File: config.mk
export PLATFORM = sky130hd
export DESIGN_NAME = xtop
export DESIGN_NICKNAME = d
export VERILOG_FILES = /design/src/rtl/xtop.sv
export SDC_FILE = /design/constraint.sdc
export NUM_CORES = 1
export LEC_CHECK = 0
export CAP_MARGIN = 5
export CORE_MARGIN = 3
export CORE_UTILIZATION = 42
export DETAILED_ROUTE_END_ITERATION = 8
export PLACE_DENSITY = 0.58
export SYNTH_ARGS = -nofsm -noshare
export SYNTH_HDL_FRONTEND = slang
export SYNTH_SLANG_ARGS = --single-unit
File: constraint.sdc
create_clock -name clk -period 6.98 [get_ports clk]
set_clock_uncertainty 0.05 [all_clocks]
set_input_delay 1.047 -clock clk [delete_from_list [all_inputs] [get_ports clk]]
set_output_delay 1.047 -clock clk [all_outputs]
set_load 0.1 [all_outputs]
File: src/rtl/xtop.sv
// xtop: PS/2 keyboard hex calculator with a four-digit multiplexed 7-segment display.
// Keys enter hex digits, three operator keys (add/sub/mul) and Enter drive a
// 16-bit accumulator. push_C clears the entry and push_AC clears everything.
// The last accepted make code is shown on gpo_out.
// Build option: define PS2_PARITY_CHECK_EN to discard frames with bad odd parity.
// Without it, the parity bit is received and then ignored.
module xtop (
    input  logic        clk,
    input  logic        rst,
    input  logic        ps2_clk,
    input  logic        ps2_data,
    input  logic        push_AC,
    input  logic        push_C,
    output logic [11:0] disp_ctrl,
    output logic [7:0]  gpo_out
);

    // Synchronizer chains. In the 3-bit chains, bit 2 is the previous
    // synchronized value, kept for edge detection.
    logic [2:0]  r_sync_pc;
    logic [1:0]  r_sync_pd;
    logic [2:0]  r_sync_ac;
    logic [2:0]  r_sync_c;

    // Receiver state
    logic [3:0]  r_bitcnt;
    logic [7:0]  r_shift;
    logic [13:0] r_tmo;
    logic        r_done;
    logic        r_strobe;
    logic [7:0]  r_byte;
`ifdef PS2_PARITY_CHECK_EN
    logic        r_par;
`endif

    // Calculator state
    logic [15:0] r_e;
    logic [15:0] r_a;
    logic [1:0]  r_p;
    logic [7:0]  r_code;
    logic        r_brk;
    logic        r_show;
    logic [15:0] r_scan;

    logic        w_pc_fall;
    logic        w_pd;
    logic        w_ac_rise;
    logic        w_c_rise;
    logic        w_par_ok;
    logic        w_is_digit;
    logic [3:0]  w_digit;
    logic [1:0]  w_op;
    logic [15:0] w_val;
    logic [3:0]  w_nib;
    logic [6:0]  w_seg;
    logic [1:0]  w_sel;
    logic [15:0] w_reg_1 [16];

    assign w_pc_fall = r_sync_pc[2] & ~r_sync_pc[1];
    assign w_pd      = r_sync_pd[1];
    assign w_ac_rise = r_sync_ac[1] & ~r_sync_ac[2];
    assign w_c_rise  = r_sync_c[1]  & ~r_sync_c[2];

`ifdef PS2_PARITY_CHECK_EN
    assign w_par_ok = ^{r_par, r_shift};
`else
    assign w_par_ok = 1'b1;
`endif

    // Register-file view (regf.reg_1): entries 0..3 map onto live state; the rest read as zero.
    for (genvar gi = 0; gi < 16; gi++) begin : g_regf
        if (gi == 0) begin : g_e
            assign w_reg_1[gi] = r_e;
        end else if (gi == 1) begin : g_a
            assign w_reg_1[gi] = r_a;
        end else if (gi == 2) begin : g_p
            assign w_reg_1[gi] = {14'd0, r_p};
        end else if (gi == 3) begin : g_code
            assign w_reg_1[gi] = {8'd0, r_code};
        end else begin : g_zero
            assign w_reg_1[gi] = 16'd0;
        end
    end

    // Bring the asynchronous inputs into the clk domain.
    always_ff @(posedge clk or negedge rst) begin
        if (!rst) begin
            r_sync_pc <= 3'b000;
            r_sync_pd <= 2'b00;
            r_sync_ac <= 3'b000;
            r_sync_c  <= 3'b000;
        end else begin
            r_sync_pc <= {r_sync_pc[1:0], ps2_clk};
            r_sync_pd <= {r_sync_pd[0], ps2_data};
            r_sync_ac <= {r_sync_ac[1:0], push_AC};
            r_sync_c  <= {r_sync_c[1:0], push_C};
        end
    end

    // PS/2 frame receiver. The byte strobe fires two cycles after the stop-bit sample.
    // A stalled frame returns to idle after 16384 cycles without a clock edge.
    always_ff @(posedge clk or negedge rst) begin
        if (!rst) begin
            r_bitcnt <= 4'd0;
            r_shift  <= 8'd0;
            r_tmo    <= 14'd0;
            r_done   <= 1'b0;
            r_strobe <= 1'b0;
            r_byte   <= 8'd0;
`ifdef PS2_PARITY_CHECK_EN
            r_par    <= 1'b0;
`endif
        end else begin
            r_done   <= 1'b0;
            r_strobe <= r_done;
            if (w_pc_fall) begin
                r_tmo <= 14'd0;
                if (r_bitcnt == 4'd0) begin
                    if (!w_pd) begin
                        r_bitcnt <= 4'd1;
                    end
                end else if (r_bitcnt == 4'd9) begin
`ifdef PS2_PARITY_CHECK_EN
                    r_par <= w_pd;
`endif
                    r_bitcnt <= 4'd10;
                end else if (r_bitcnt == 4'd10) begin
                    r_bitcnt <= 4'd0;
                    if (w_pd && w_par_ok) begin
                        r_done <= 1'b1;
                        r_byte <= r_shift;
                    end
                end else begin
                    r_shift  <= {w_pd, r_shift[7:1]};
                    r_bitcnt <= r_bitcnt + 4'd1;
                end
            end else if (r_bitcnt != 4'd0) begin
                if (r_tmo == 14'h3FFF) begin
                    r_bitcnt <= 4'd0;
                    r_tmo    <= 14'd0;
                end else begin
                    r_tmo <= r_tmo + 14'd1;
                end
            end
        end
    end

    // Decode the received byte into a hex digit or an operator code.
    always_comb begin
        w_is_digit = 1'b1;
        w_digit    = 4'h0;
        w_op       = 2'd0;
        case (r_byte)
            8'h45: w_digit = 4'h0;
            8'h16: w_digit = 4'h1;
            8'h1E: w_digit = 4'h2;
            8'h26: w_digit = 4'h3;
            8'h25: w_digit = 4'h4;
            8'h2E: w_digit = 4'h5;
            8'h36: w_digit = 4'h6;
            8'h3D: w_digit = 4'h7;
            8'h3E: w_digit = 4'h8;
            8'h46: w_digit = 4'h9;
            8'h1C: w_digit = 4'hA;
            8'h32: w_digit = 4'hB;
            8'h21: w_digit = 4'hC;
            8'h23: w_digit = 4'hD;
            8'h24: w_digit = 4'hE;
            8'h2B: w_digit = 4'hF;
            default: w_is_digit = 1'b0;
        endcase
        case (r_byte)
            8'h79:   w_op = 2'd1;
            8'h7B:   w_op = 2'd2;
            8'h7C:   w_op = 2'd3;
            default: w_op = 2'd0;
        endcase
    end

    function automatic logic [15:0] f_alu(input logic [15:0] a, input logic [1:0] p,
                                          input logic [15:0] e);
        case (p)
            2'd1:    f_alu = a + e;
            2'd2:    f_alu = a - e;
            2'd3:    f_alu = a * e;
            default: f_alu = a;
        endcase
    endfunction

    // Calculator update. Priority is AC, then C, then a keyboard byte; a byte arriving
    // in the same cycle as a button edge is lost.
    always_ff @(posedge clk or negedge rst) begin
        if (!rst) begin
            r_e    <= 16'd0;
            r_a    <= 16'd0;
            r_p    <= 2'd0;
            r_code <= 8'd0;
            r_brk  <= 1'b0;
            r_show <= 1'b1;
        end else if (w_ac_rise) begin
            r_e    <= 16'd0;
            r_a    <= 16'd0;
            r_p    <= 2'd0;
            r_show <= 1'b1;
        end else if (w_c_rise) begin
            r_e    <= 16'd0;
            r_show <= 1'b1;
        end else if (r_strobe) begin
            if (r_byte == 8'hE0) begin
                r_brk <= r_brk;
            end else if (r_byte == 8'hF0) begin
                r_brk <= 1'b1;
            end else if (r_brk) begin
                r_brk <= 1'b0;
            end else begin
                r_code <= r_byte;
                if (w_is_digit) begin
                    r_e    <= {r_e[11:0], w_digit};
                    r_show <= 1'b1;
                end else if (w_op != 2'd0) begin
                    r_a    <= (r_p == 2'd0) ? r_e : f_alu(r_a, r_p, r_e);
                    r_p    <= w_op;
                    r_e    <= 16'd0;
                    r_show <= 1'b0;
                end else if (r_byte == 8'h5A) begin
                    r_a    <= f_alu(r_a, r_p, r_e);
                    r_p    <= 2'd0;
                    r_e    <= 16'd0;
                    r_show <= 1'b0;
                end
            end
        end
    end

    // Free-running counter; its top two bits select the digit being driven.
    always_ff @(posedge clk or negedge rst) begin
        if (!rst) begin
            r_scan <= 16'd0;
        end else begin
            r_scan <= r_scan + 16'd1;
        end
    end

    assign w_sel = r_scan[15:14];
    assign w_val = r_show ? w_reg_1[0] : w_reg_1[1];

    // Pick the nibble for the active digit and map it to segments (active high, gfedcba).
    always_comb begin
        case (w_sel)
            2'd0:    w_nib = w_val[3:0];
            2'd1:    w_nib = w_val[7:4];
            2'd2:    w_nib = w_val[11:8];
            default: w_nib = w_val[15:12];
        endcase
        case (w_nib)
            4'h0: w_seg = 7'h3F;
            4'h1: w_seg = 7'h06;
            4'h2: w_seg = 7'h5B;
            4'h3: w_seg = 7'h4F;
            4'h4: w_seg = 7'h66;
            4'h5: w_seg = 7'h6D;
            4'h6: w_seg = 7'h7D;
            4'h7: w_seg = 7'h07;
            4'h8: w_seg = 7'h7F;
            4'h9: w_seg = 7'h6F;
            4'hA: w_seg = 7'h77;
            4'hB: w_seg = 7'h7C;
            4'hC: w_seg = 7'h39;
            4'hD: w_seg = 7'h5E;
            4'hE: w_seg = 7'h79;
            default: w_seg = 7'h71;
        endcase
    end

    assign disp_ctrl = {~(4'b0001 << w_sel), 1'b1, ~w_seg};
    assign gpo_out   = w_reg_1[3][7:0];

endmodule

==> flow_summary.yaml, run 1 <==
die:
  die_h_um: 165
  die_area_um2: 27200
  core_um2: 24500
  num_io_pins: 26
  fp-row-count: 57
  start_util_pct: 43.2
  die_x_um: 165
power:
  p_total_mw: 1.40
  swShare_pct: 27.7
  pwr-share-comb_pct: 10.8
  leakagePower_nw: 5.11
  peakVddDrop_mv: 0.161
  switchingPower_mw: 0.388
  power.internal_mw: 1.02
  power_density_nw_per_um2: 123
  sequentialPowerShare_pct: 51.3
  pwr-share-clk_pct: 38.0
global_route:
  grt_util_all_layers_pct: 20.7
  grt_use_met1_pct: 28.9
  grt_start_max_net_pins: 82
  grt_util_met3_pct: 2.41
  grt_most_used_layer: "met2"
  antenna_found_initial: 0
  met2_usage_pct: 34.1
  grt.overflow.total: 0
  grt_pass1_wl_mm: 44.3
  grt_pass1_vias: 8328
yosys:
  synth_flop_cell: "dfrtp_1"
  yosys_warnings: 0
  yosysTopAreaCell: "dfrtp_1"
  synth_top_area_share_pct: 25.0
  synthDistinctLibCells: 73
  syn_nets: 1356
  synth_enable_flop_cells: 0
  syn_inst: 1192
  yosys-top-cells-area: "dfrtp_1 (25%), fa_1 (15%), ha_1 (9.1%)"
  syn_area_per_cell_um2: 8.90
  syn-cell-area_um2: 10600
  ys_ff_latch: 107
  ys_seq_area_share_pct: 25.3
  async_reset_ff_share_pct: 100
route:
  drc: 0
  via_per_inst: 5.47
  wire_per_inst_um: 17.7
  vias: 8198
  wl_mm: 26.6
  antenna_left: 0
  drtIter0Drc: 559
  drt-pass1-iter-count: 5
cells_and_area:
  multi_input_area_um2: 7140
  layout-drive-gt1-share_pct: 5.61
  area_growth_pct: 7.54
  final_common_cell: "nand2_1"
  layout_common_cells: "nand2_1 (148), inv_1 (138), dfrtp_1 (106)"
  seq_area_um2: 2680
  fin_nets: 1335
  n_antenna_cell: 0
  fin_util_pct: 46.5
  fin_cells: 1500
  fin_area_um2: 11400
  fill_cells: 2430
min_path:
  min-delay-start: "r_sync_pd[0]$_DFF_PN0_"
  hold_path_class: "register to register"
clock_tree:
  post-cts-setup-buffers: 0
  root_buffer: "clkbuf_16"
  cts_tree: "done"
  clk_latency_ns: 0.36
  clkSlewWorstSetupHoldPaths_ns: 0.08
  cts_buffers: 9
  clkSinkCount: 107
  cts_resized: 0
  htree_levels: 3
  clock_path_buffers: 2
  cts_hold_buffers: 0
worst_setup_path:
  critPathLaunchType: "register"
  critPathMaxFanout: 17
  cp_data_arrival_time_ns: 6.29
  worstSetupPathType: "register to register"
  worstReg2RegStart: "r_e[3]$_DFFE_PN0P_"
  critPathCaptureType: "register"
  worstPathRequired_ns: 7.18
  crit_start: "r_e[3]$_DFFE_PN0P_"
place:
  portBuffers: 24
  dp_hpwl_mm: 19.7
  gp_congestion: 0.850
  place_area_um2: 11100
  dp_slack_ns: 0.883
  placed_cells: 1484
sta:
  fin_crit_sh_pct: 87.2
  worst_slew_pin_slew_ns: 1.25
  timing.hold.ws_ns: 0.300
  tns_ns: 0
  setup_viol: 0
  fin_ws_ns: 0.892
  hold_viol_final: 0
  slew-limit-headroom_pct: 16.6
  fmax_ghz: 0.164
  layout_min_cycle_time_ns: 6.09
  rsz0062_at_grt: "false"
  final_max_slew_viol_count: 0
flow_run:
  cap_violations: 0
outcome:
  status: "finished clean"
-- cell usage after synthesis, types with 4 or more instances --
master / number
a211oi_1: 4
a21o_1: 4
a21oi_1: 42
a221o_1: 4
a22o_1: 25
a22oi_1: 6
a31oi_1: 23
and2_1: 59
and3_1: 9
buf_1: 4
buf_2: 5
clkbuf_1: 61
dfrtp_1: 106
fa_1: 81
ha_1: 77
inv_1: 138
mux2_1: 7
mux2_2: 14
mux4_2: 7
nand2_1: 148
nand2b_1: 14
nand3_1: 25
nand4_1: 9
nor2_1: 67
nor2b_1: 16
nor3_1: 16
o21a_1: 10
o21ai_0: 32
o21ai_1: 15
o22ai_1: 4
o31ai_1: 4
or3_1: 7
xnor2_1: 60
xor2_1: 27
-- worst max-delay path, stage by stage (launching register included) --
cell and delay (ns):
dfrtp_1 0.72, nand2_1 0.16, fa_1 0.59, fa_1 0.44, fa_1 0.48, fa_1 0.49
inv_1 0.05, fa_1 0.52, inv_1 0.06, fa_1 0.54, inv_1 0.04, ha_1 0.34
and3_1 0.17, a2111oi_1 0.63, xnor2_1 0.19, a221o_1 0.31, a22o_1 0.19
-- layer usage --
layer | part of all wire, % | vias up
met3 | 5.1 | 38
met2 | 46 | 216
li1 | - | 3912
met1 | 46 | 4032
met5 | 0 | -
met4 | 2.5 | 0
-- flip-flops by register name, summed over array words and instances (netlist names), 4 cells and up --
register / count
r_a: 16
r_byte: 8
r_e: 16
gpo_out: 8
r_bitcnt: 4
r_shift: 8
r_tmo: 14
r_scan: 16
-- cell type report --
type | instances | area share, %
multi-input cells | 874 | 62.6
flip-flops and latches | 107 | 23.5
inverters | 140 | 4.61
well taps | 324 | 3.55
repair buffers | 39 | 3.07
clock buffers | 10 | 2.01
clock inverters | 6 | 0.691
-- power groups by stage --
stage / logic (mW) / registers (mW) / clock network (mW)
global route: 0.175 / 0.729 / 0.574
CTS: 0.153 / 0.719 / 0.550
detailed placement: 0.153 / 0.731 / 0
floorplan: 0.139 / 0.698 / 0
finish: 0.151 / 0.720 / 0.533
global placement: 0.153 / 0.730 / 0
-- path summary, 6_finish.rpt --
path | end | slack [ns] | cells after the start
setup reg to reg | r_a[12]$_DFFE_PN0P_ | 0.89 | 16
max in group asynchronous | r_e[10]$_DFFE_PN0P_ | 5.02 | 2
setup / recovery | r_a[12]$_DFFE_PN0P_ | 0.89 | 16
min in group asynchronous | r_scan[9]$_DFF_PN0_ | 0.54 | 1
hold / removal | r_sync_pd[1]$_DFF_PN0_ | 0.30 | 0
hold reg to reg | r_sync_pd[1]$_DFF_PN0_ | 0.30 | 0
-- logic make-up (layout without fill, tap and decap cells) --
group                    Yosys count  in the layout  share of synthesized area [%]
other                              1              1                         0.0354
buffers and inverters            211            195                           7.56
AO/OA/AOI/OAI                    206            206                           13.5
flip-flops                       107            107                           25.3
AND/OR/NAND/NOR                  389            389                           17.8
XOR/XNOR                          88             88                           7.40
multiplexers                      32             32                           4.13
adder cells (fa/ha/maj)          158            158                           24.4
Power figures use the tool's default switching activity.
==> run 2, diff against run 1 <==
PLACE_DENSITY = 0.66   (was 0.58)
==> run 2 against run 1 <==
Compared with the run above:
- sequential power is essentially flat
- final cell count shrank 0.40%
- clock-buffer cell count fell by 1
- critical path type unchanged
==> flow_summary.yaml, run 2 (same netlist as run 1, synthesis figures left out) <==
outcome:
  status: "finished clean"
route:
  dr.max_layer_used: "met4"
  wire_per_inst_um: 17.1
  wl_met2_mm: 11.9
  wl_mm: 25.6
  drc: 0
  drt-pass1-iter-count: 5
  drt-met1-wl_mm: 11.6
  via_per_inst: 5.47
  wl_met3_mm: 1.57
  antenna_left: 0
  drtIter0Drc: 590
  vias: 8177
sta:
  setup_viol: 0
  hold_viol_final: 0
  slew-limit-headroom_pct: 22.6
  worst_slew_pin_slew_ns: 1.16
  fmax_ghz: 0.166
  final_max_slew_viol_count: 0
  layout_min_cycle_time_ns: 6.04
  tns_ns: 0
  fin_ws_ns: 0.945
  rsz0062_at_grt: "false"
  fin_crit_sh_pct: 86.5
clock_tree:
  clock_path_buffers: 2
  cts_hold_buffers: 0
  htree_levels: 3
  root_buffer: "clkbuf_16"
  cts_buffers: 9
  cts_resized: 0
  clkSlewWorstSetupHoldPaths_ns: 0.08
  cts_tree: "done"
  post-cts-setup-buffers: 0
  clk_latency_ns: 0.36
  clkSinkCount: 107
die:
  die_x_um: 165
  core_um2: 24500
  start_util_pct: 43.2
  die_area_um2: 27200
  die_h_um: 165
  fp-row-count: 57
  num_io_pins: 26
worst_setup_path:
  crit_start: "r_e[3]$_DFFE_PN0P_"
  worstReg2RegStart: "r_e[3]$_DFFE_PN0P_"
  r2r_end: "r_a[12]$_DFFE_PN0P_"
  slowest_stage: "dfrtp_1"
  critical_path_depth: 16
  r2r_slack_ns: 0.94
  worstPathCellList: "nand2_1 > fa_1 > fa_1 > fa_1 > fa_1 > inv_1 > fa_1 > inv_1 > fa_1 > inv_1 > ha_1 > and3_1 > a2111oi_1 > xnor2_1 > a221o_1 > a22o_1"
  critPathCaptureType: "register"
  cpPeakStageDelay_ns: 0.69
  critPathMaxFanout: 17
  cp_num_buf_inv: 3
  cp_common_cell: "fa_1"
  worstSetupPathType: "register to register"
  critPathLaunchType: "register"
  reg2reg_depth: 16
  cp_data_arrival_time_ns: 6.23
  crit_end: "r_a[12]$_DFFE_PN0P_"
  worstPathRequired_ns: 7.18
  crit_family: "adder cells"
power:
  p_total_mw: 1.39
  leakagePower_nw: 5.07
  power_density_nw_per_um2: 122
  peakVddDrop_mv: 0.188
cells_and_area:
  fin_nets: 1329
  final_common_cell: "nand2_1"
  layout_common_cells: "nand2_1 (148), inv_1 (138), dfrtp_1 (106)"
  seq_area_um2: 2680
  reg.largest.list: "r_a x16, r_e x16, r_scan x16"
  layout-drive-gt1-share_pct: 5.21
  multi_input_area_um2: 7140
  fin_util_pct: 46.3
  area_growth_pct: 7.03
  n_antenna_cell: 0
  fin_area_um2: 11300
  fill_cells: 2351
place:
  dp_hpwl_mm: 19.3
  portBuffers: 24
  gp_congestion: 0.886
  place_area_um2: 11100
  dp_slack_ns: 0.907
flow_run:
  cap_violations: 0
global_route:
  grt_util_all_layers_pct: 19.7
  antenna_found_initial: 0
  grt_pass1_wl_mm: 42.4
  grt.overflow.total: 0
  grt_pass1_vias: 8255
  grt_start_max_net_pins: 62
min_path:
  hold_path_class: "register to register"
  whs_path_depth: 0
==> run 2: cell types whose count changed in the layout (fill, tap and decap cells not counted), sizes merged <==
cell,delta
buf,-6
bufinv,-1
clkbuf,-1
clkinv,+1
inv,+1
==> run 2: metal layers <==
| metal | track usage, % | vias to the layer above |
|---|---|---|
| met5 | 0 | - |
| met4 | 5.45 | 0 |
| met3 | 3.39 | 41 |
| met2 | 31.6 | 245 |
| met1 | 27.4 | 3995 |
| li1 | - | 3896 |
==> run 2: worst register-to-register path: stages, from the launching register on <==
cell and delay, ns:
dfrtp_1 0.69, nand2_1 0.16, fa_1 0.59, fa_1 0.44
fa_1 0.49, fa_1 0.49, inv_1 0.05, fa_1 0.52
inv_1 0.05, fa_1 0.54, inv_1 0.05, ha_1 0.35
and3_1 0.17, a2111oi_1 0.58, xnor2_1 0.20, a221o_1 0.32
a22o_1 0.19
==> run 2: power breakdown <==
part / switching, mW / internal, mW
Clock: 0.258 / 0.255
Combinational: 0.0876 / 0.0646
Sequential: 0.0563 / 0.664
Total: 0.402 / 0.983
==> run 2: cell type report <==
| cell class | instances | share of cell area (%) |
|---|---|---|
| Tap cell | 324 | 3.57 |
| Inverter | 140 | 4.63 |
| Timing Repair Buffer | 33 | 2.69 |
| Clock inverter | 7 | 0.650 |
| Multi-Input combinational cell | 874 | 62.9 |
| Clock buffer | 9 | 1.98 |
| Sequential cell | 107 | 23.6 |
==> run 2: how the worst min path moves through the flow <==
stage	from	endpoint
floorplan	r_done$_DFF_PN0_	r_strobe$_DFF_PN0_
global placement	r_done$_DFF_PN0_	r_strobe$_DFF_PN0_
detailed placement	r_sync_c[0]$_DFF_PN0_	r_sync_c[1]$_DFF_PN0_
CTS	r_sync_c[0]$_DFF_PN0_	r_sync_c[1]$_DFF_PN0_
global route	r_sync_c[0]$_DFF_PN0_	r_sync_c[1]$_DFF_PN0_
finish	r_sync_c[0]$_DFF_PN0_	r_sync_c[1]$_DFF_PN0_
==> run 2: stage by stage <==
step,hold slack [ns],std cells
after global placement,0.282,1478
after CTS,0.304,1494
after global routing,0.310,1494
after detailed placement,0.285,1478
final,0.302,1494
after floorplan,0.281,1192
==> run 3, diff against run 2 <==
DONT_BUFFER_PORTS = 1   (was default)
GPL_ROUTABILITY_DRIVEN = 0   (was default)
PLACE_DENSITY = 0.64   (was 0.66)
==> run 3 against run 2 <==
Compared with the run above:
- total power decreased by 1.4%
- critical path depth unchanged
- fmax decreased by 3.8%
- flip-flop and latch count unchanged
- cell area decreased by 1.9%
- setup slack got worse by 0.24 ns
- register-to-register slack got worse by 0.24 ns
- worst hold slack got worse by 0.0027 ns
- combinational power decreased by 9.9%
- sequential share of layout area increased by 0.46 points
- core utilization decreased by 0.89 points
- largest cell class unchanged
- highest routed layer unchanged
==> flow_summary.yaml, run 3 (same netlist as run 1, synthesis figures left out) <==
worst_setup_path:
  cpPeakStageDelay_ns: 0.80
  worstPathRequired_ns: 7.17
  cp_data_arrival_time_ns: 6.46
  r2r_slack_ns: 0.71
  r2r_end: "r_a[12]$_DFFE_PN0P_"
  critPathMaxFanout: 18
  slowest_stage: "dfrtp_1"
  worstSetupPathType: "register to register"
  crit_start: "r_e[2]$_DFFE_PN0P_"
  critPathCaptureType: "register"
  worstReg2RegStart: "r_e[2]$_DFFE_PN0P_"
  critPathLaunchType: "register"
  reg2reg_depth: 16
  worstPathCellList: "nand2_1 > fa_1 > fa_1 > fa_1 > fa_1 > inv_1 > fa_1 > inv_1 > fa_1 > inv_1 > ha_1 > and3_1 > a2111oi_1 > xnor2_1 > a221o_1 > a22o_1"
  cp_common_cell: "fa_1"
route:
  via_per_inst: 5.51
  drtIter0Drc: 561
  drc: 0
  antenna_left: 0
  wire_per_inst_um: 17.3
  drt-pass1-iter-count: 5
  wl_mm: 25.5
  vias: 8103
cells_and_area:
  fin_nets: 1305
  area_growth_pct: 4.98
  n_antenna_cell: 0
  fin_area_um2: 11100
  final_common_cell: "nand2_1"
  fill_cells: 2391
  layout-drive-gt1-share_pct: 5.50
  layout_common_cells: "nand2_1 (148), inv_1 (138), dfrtp_1 (106)"
  reg.largest.list: "r_a x16, r_e x16, r_scan x16"
  fin_util_pct: 45.4
place:
  portBuffers: 0
  dp_hpwl_mm: 18.9
  place_area_um2: 10800
clock_tree:
  clkSlewWorstSetupHoldPaths_ns: 0.07
  cts_tree: "done"
  root_buffer: "clkbuf_16"
  clk_latency_ns: 0.35
  cts_hold_buffers: 0
  cts_buffers: 9
  clkSinkCount: 107
  post-cts-setup-buffers: 0
  clock_path_buffers: 2
  htree_levels: 3
  cts_resized: 0
sta:
  final_max_slew_viol_count: 0
  slew-limit-headroom_pct: 24.5
  layout_min_cycle_time_ns: 6.27
  worst_slew_pin_slew_ns: 1.13
  tns_ns: 0
  hold_viol_final: 0
  setup_viol: 0
  rsz0062_at_grt: "false"
  fmax_ghz: 0.159
  fin_crit_sh_pct: 89.9
min_path:
  min-delay-start: "r_done$_DFF_PN0_"
  hold_path_class: "register to register"
  whs_path_depth: 0
  min_to: "r_strobe$_DFF_PN0_"
global_route:
  grt_pass1_wl_mm: 42.1
  antenna_found_initial: 0
  grt.overflow.total: 0
  grt_util_all_layers_pct: 19.4
  grt_pass1_vias: 8068
  grt_start_max_net_pins: 108
die:
  num_io_pins: 26
  start_util_pct: 43.2
  die_area_um2: 27200
  fp-row-count: 57
  core_um2: 24500
  die_h_um: 165
  die_x_um: 165
power:
  power_density_nw_per_um2: 123
  leakagePower_nw: 4.99
  peakVddDrop_mv: 0.145
flow_run:
  cap_violations: 0
outcome:
  status: "finished clean"
## run 3: worst max-delay path: cells and delay by family (launching register included)
kind,cells,cell delay [ns]
DFF,1,0.80
AOI/OAI and AO/OA,3,1.27
buffers and inverters,3,0.14
adders and majority gates,7,3.38
and+or+nand+nor,2,0.33
xor gates and xnor gates,1,0.18
## run 3: layout make-up
type	count	area (µm²)	area share [%]
clock inverter	4	48.8	0.438
sequential	107	2680	24.1
tap	324	405	3.64
inverter	140	526	4.72
timing repair buffer	9	67.6	0.607
clock buffer	12	246	2.21
multi-input combinational	874	7160	64.3
## run 3: how the worst max path moves through the flow
stage,end,slack (ns)
after floorplan,r_a[12]$_DFFE_PN0P_,1.22
after global placement,r_a[12]$_DFFE_PN0P_,0.82
after detailed placement,r_a[12]$_DFFE_PN0P_,0.72
after CTS,r_a[12]$_DFFE_PN0P_,0.72
after global routing,r_a[12]$_DFFE_PN0P_,0.50
final,r_a[12]$_DFFE_PN0P_,0.71
## run 3: routing by layer
layer  wire length [µm]  share of wire (%)  vias to the layer above  GRT usage (%)
li1                   -                  -                     3854              -
met1              11700                 46                     3961           27.7
met2              11800                 46                      253           31.4
met3               1450                5.7                       35           2.08
met4                516                2.0                        0           5.68
met5                  0                  0                        -              0
## run 3: power by group
part | total [mW] | switching, mW | internal [mW]
sequential | 0.718 | 0.0538 | 0.664
clock | 0.512 | 0.223 | 0.289
combinational | 0.137 | 0.0750 | 0.0618
## run 3: stage by stage
stage          hold WS, ns  power, mW  setup WS (ns)  cells
2_1_floorplan        0.281      0.837           1.22   1192
5_1_grt              0.310       1.43          0.502   1470
4_1_cts              0.301       1.38          0.717   1470
3_3_place_gp         0.282      0.865          0.823   1454
3_5_place_dp         0.285      0.867          0.718   1454
6_report             0.299       1.37          0.707   1470
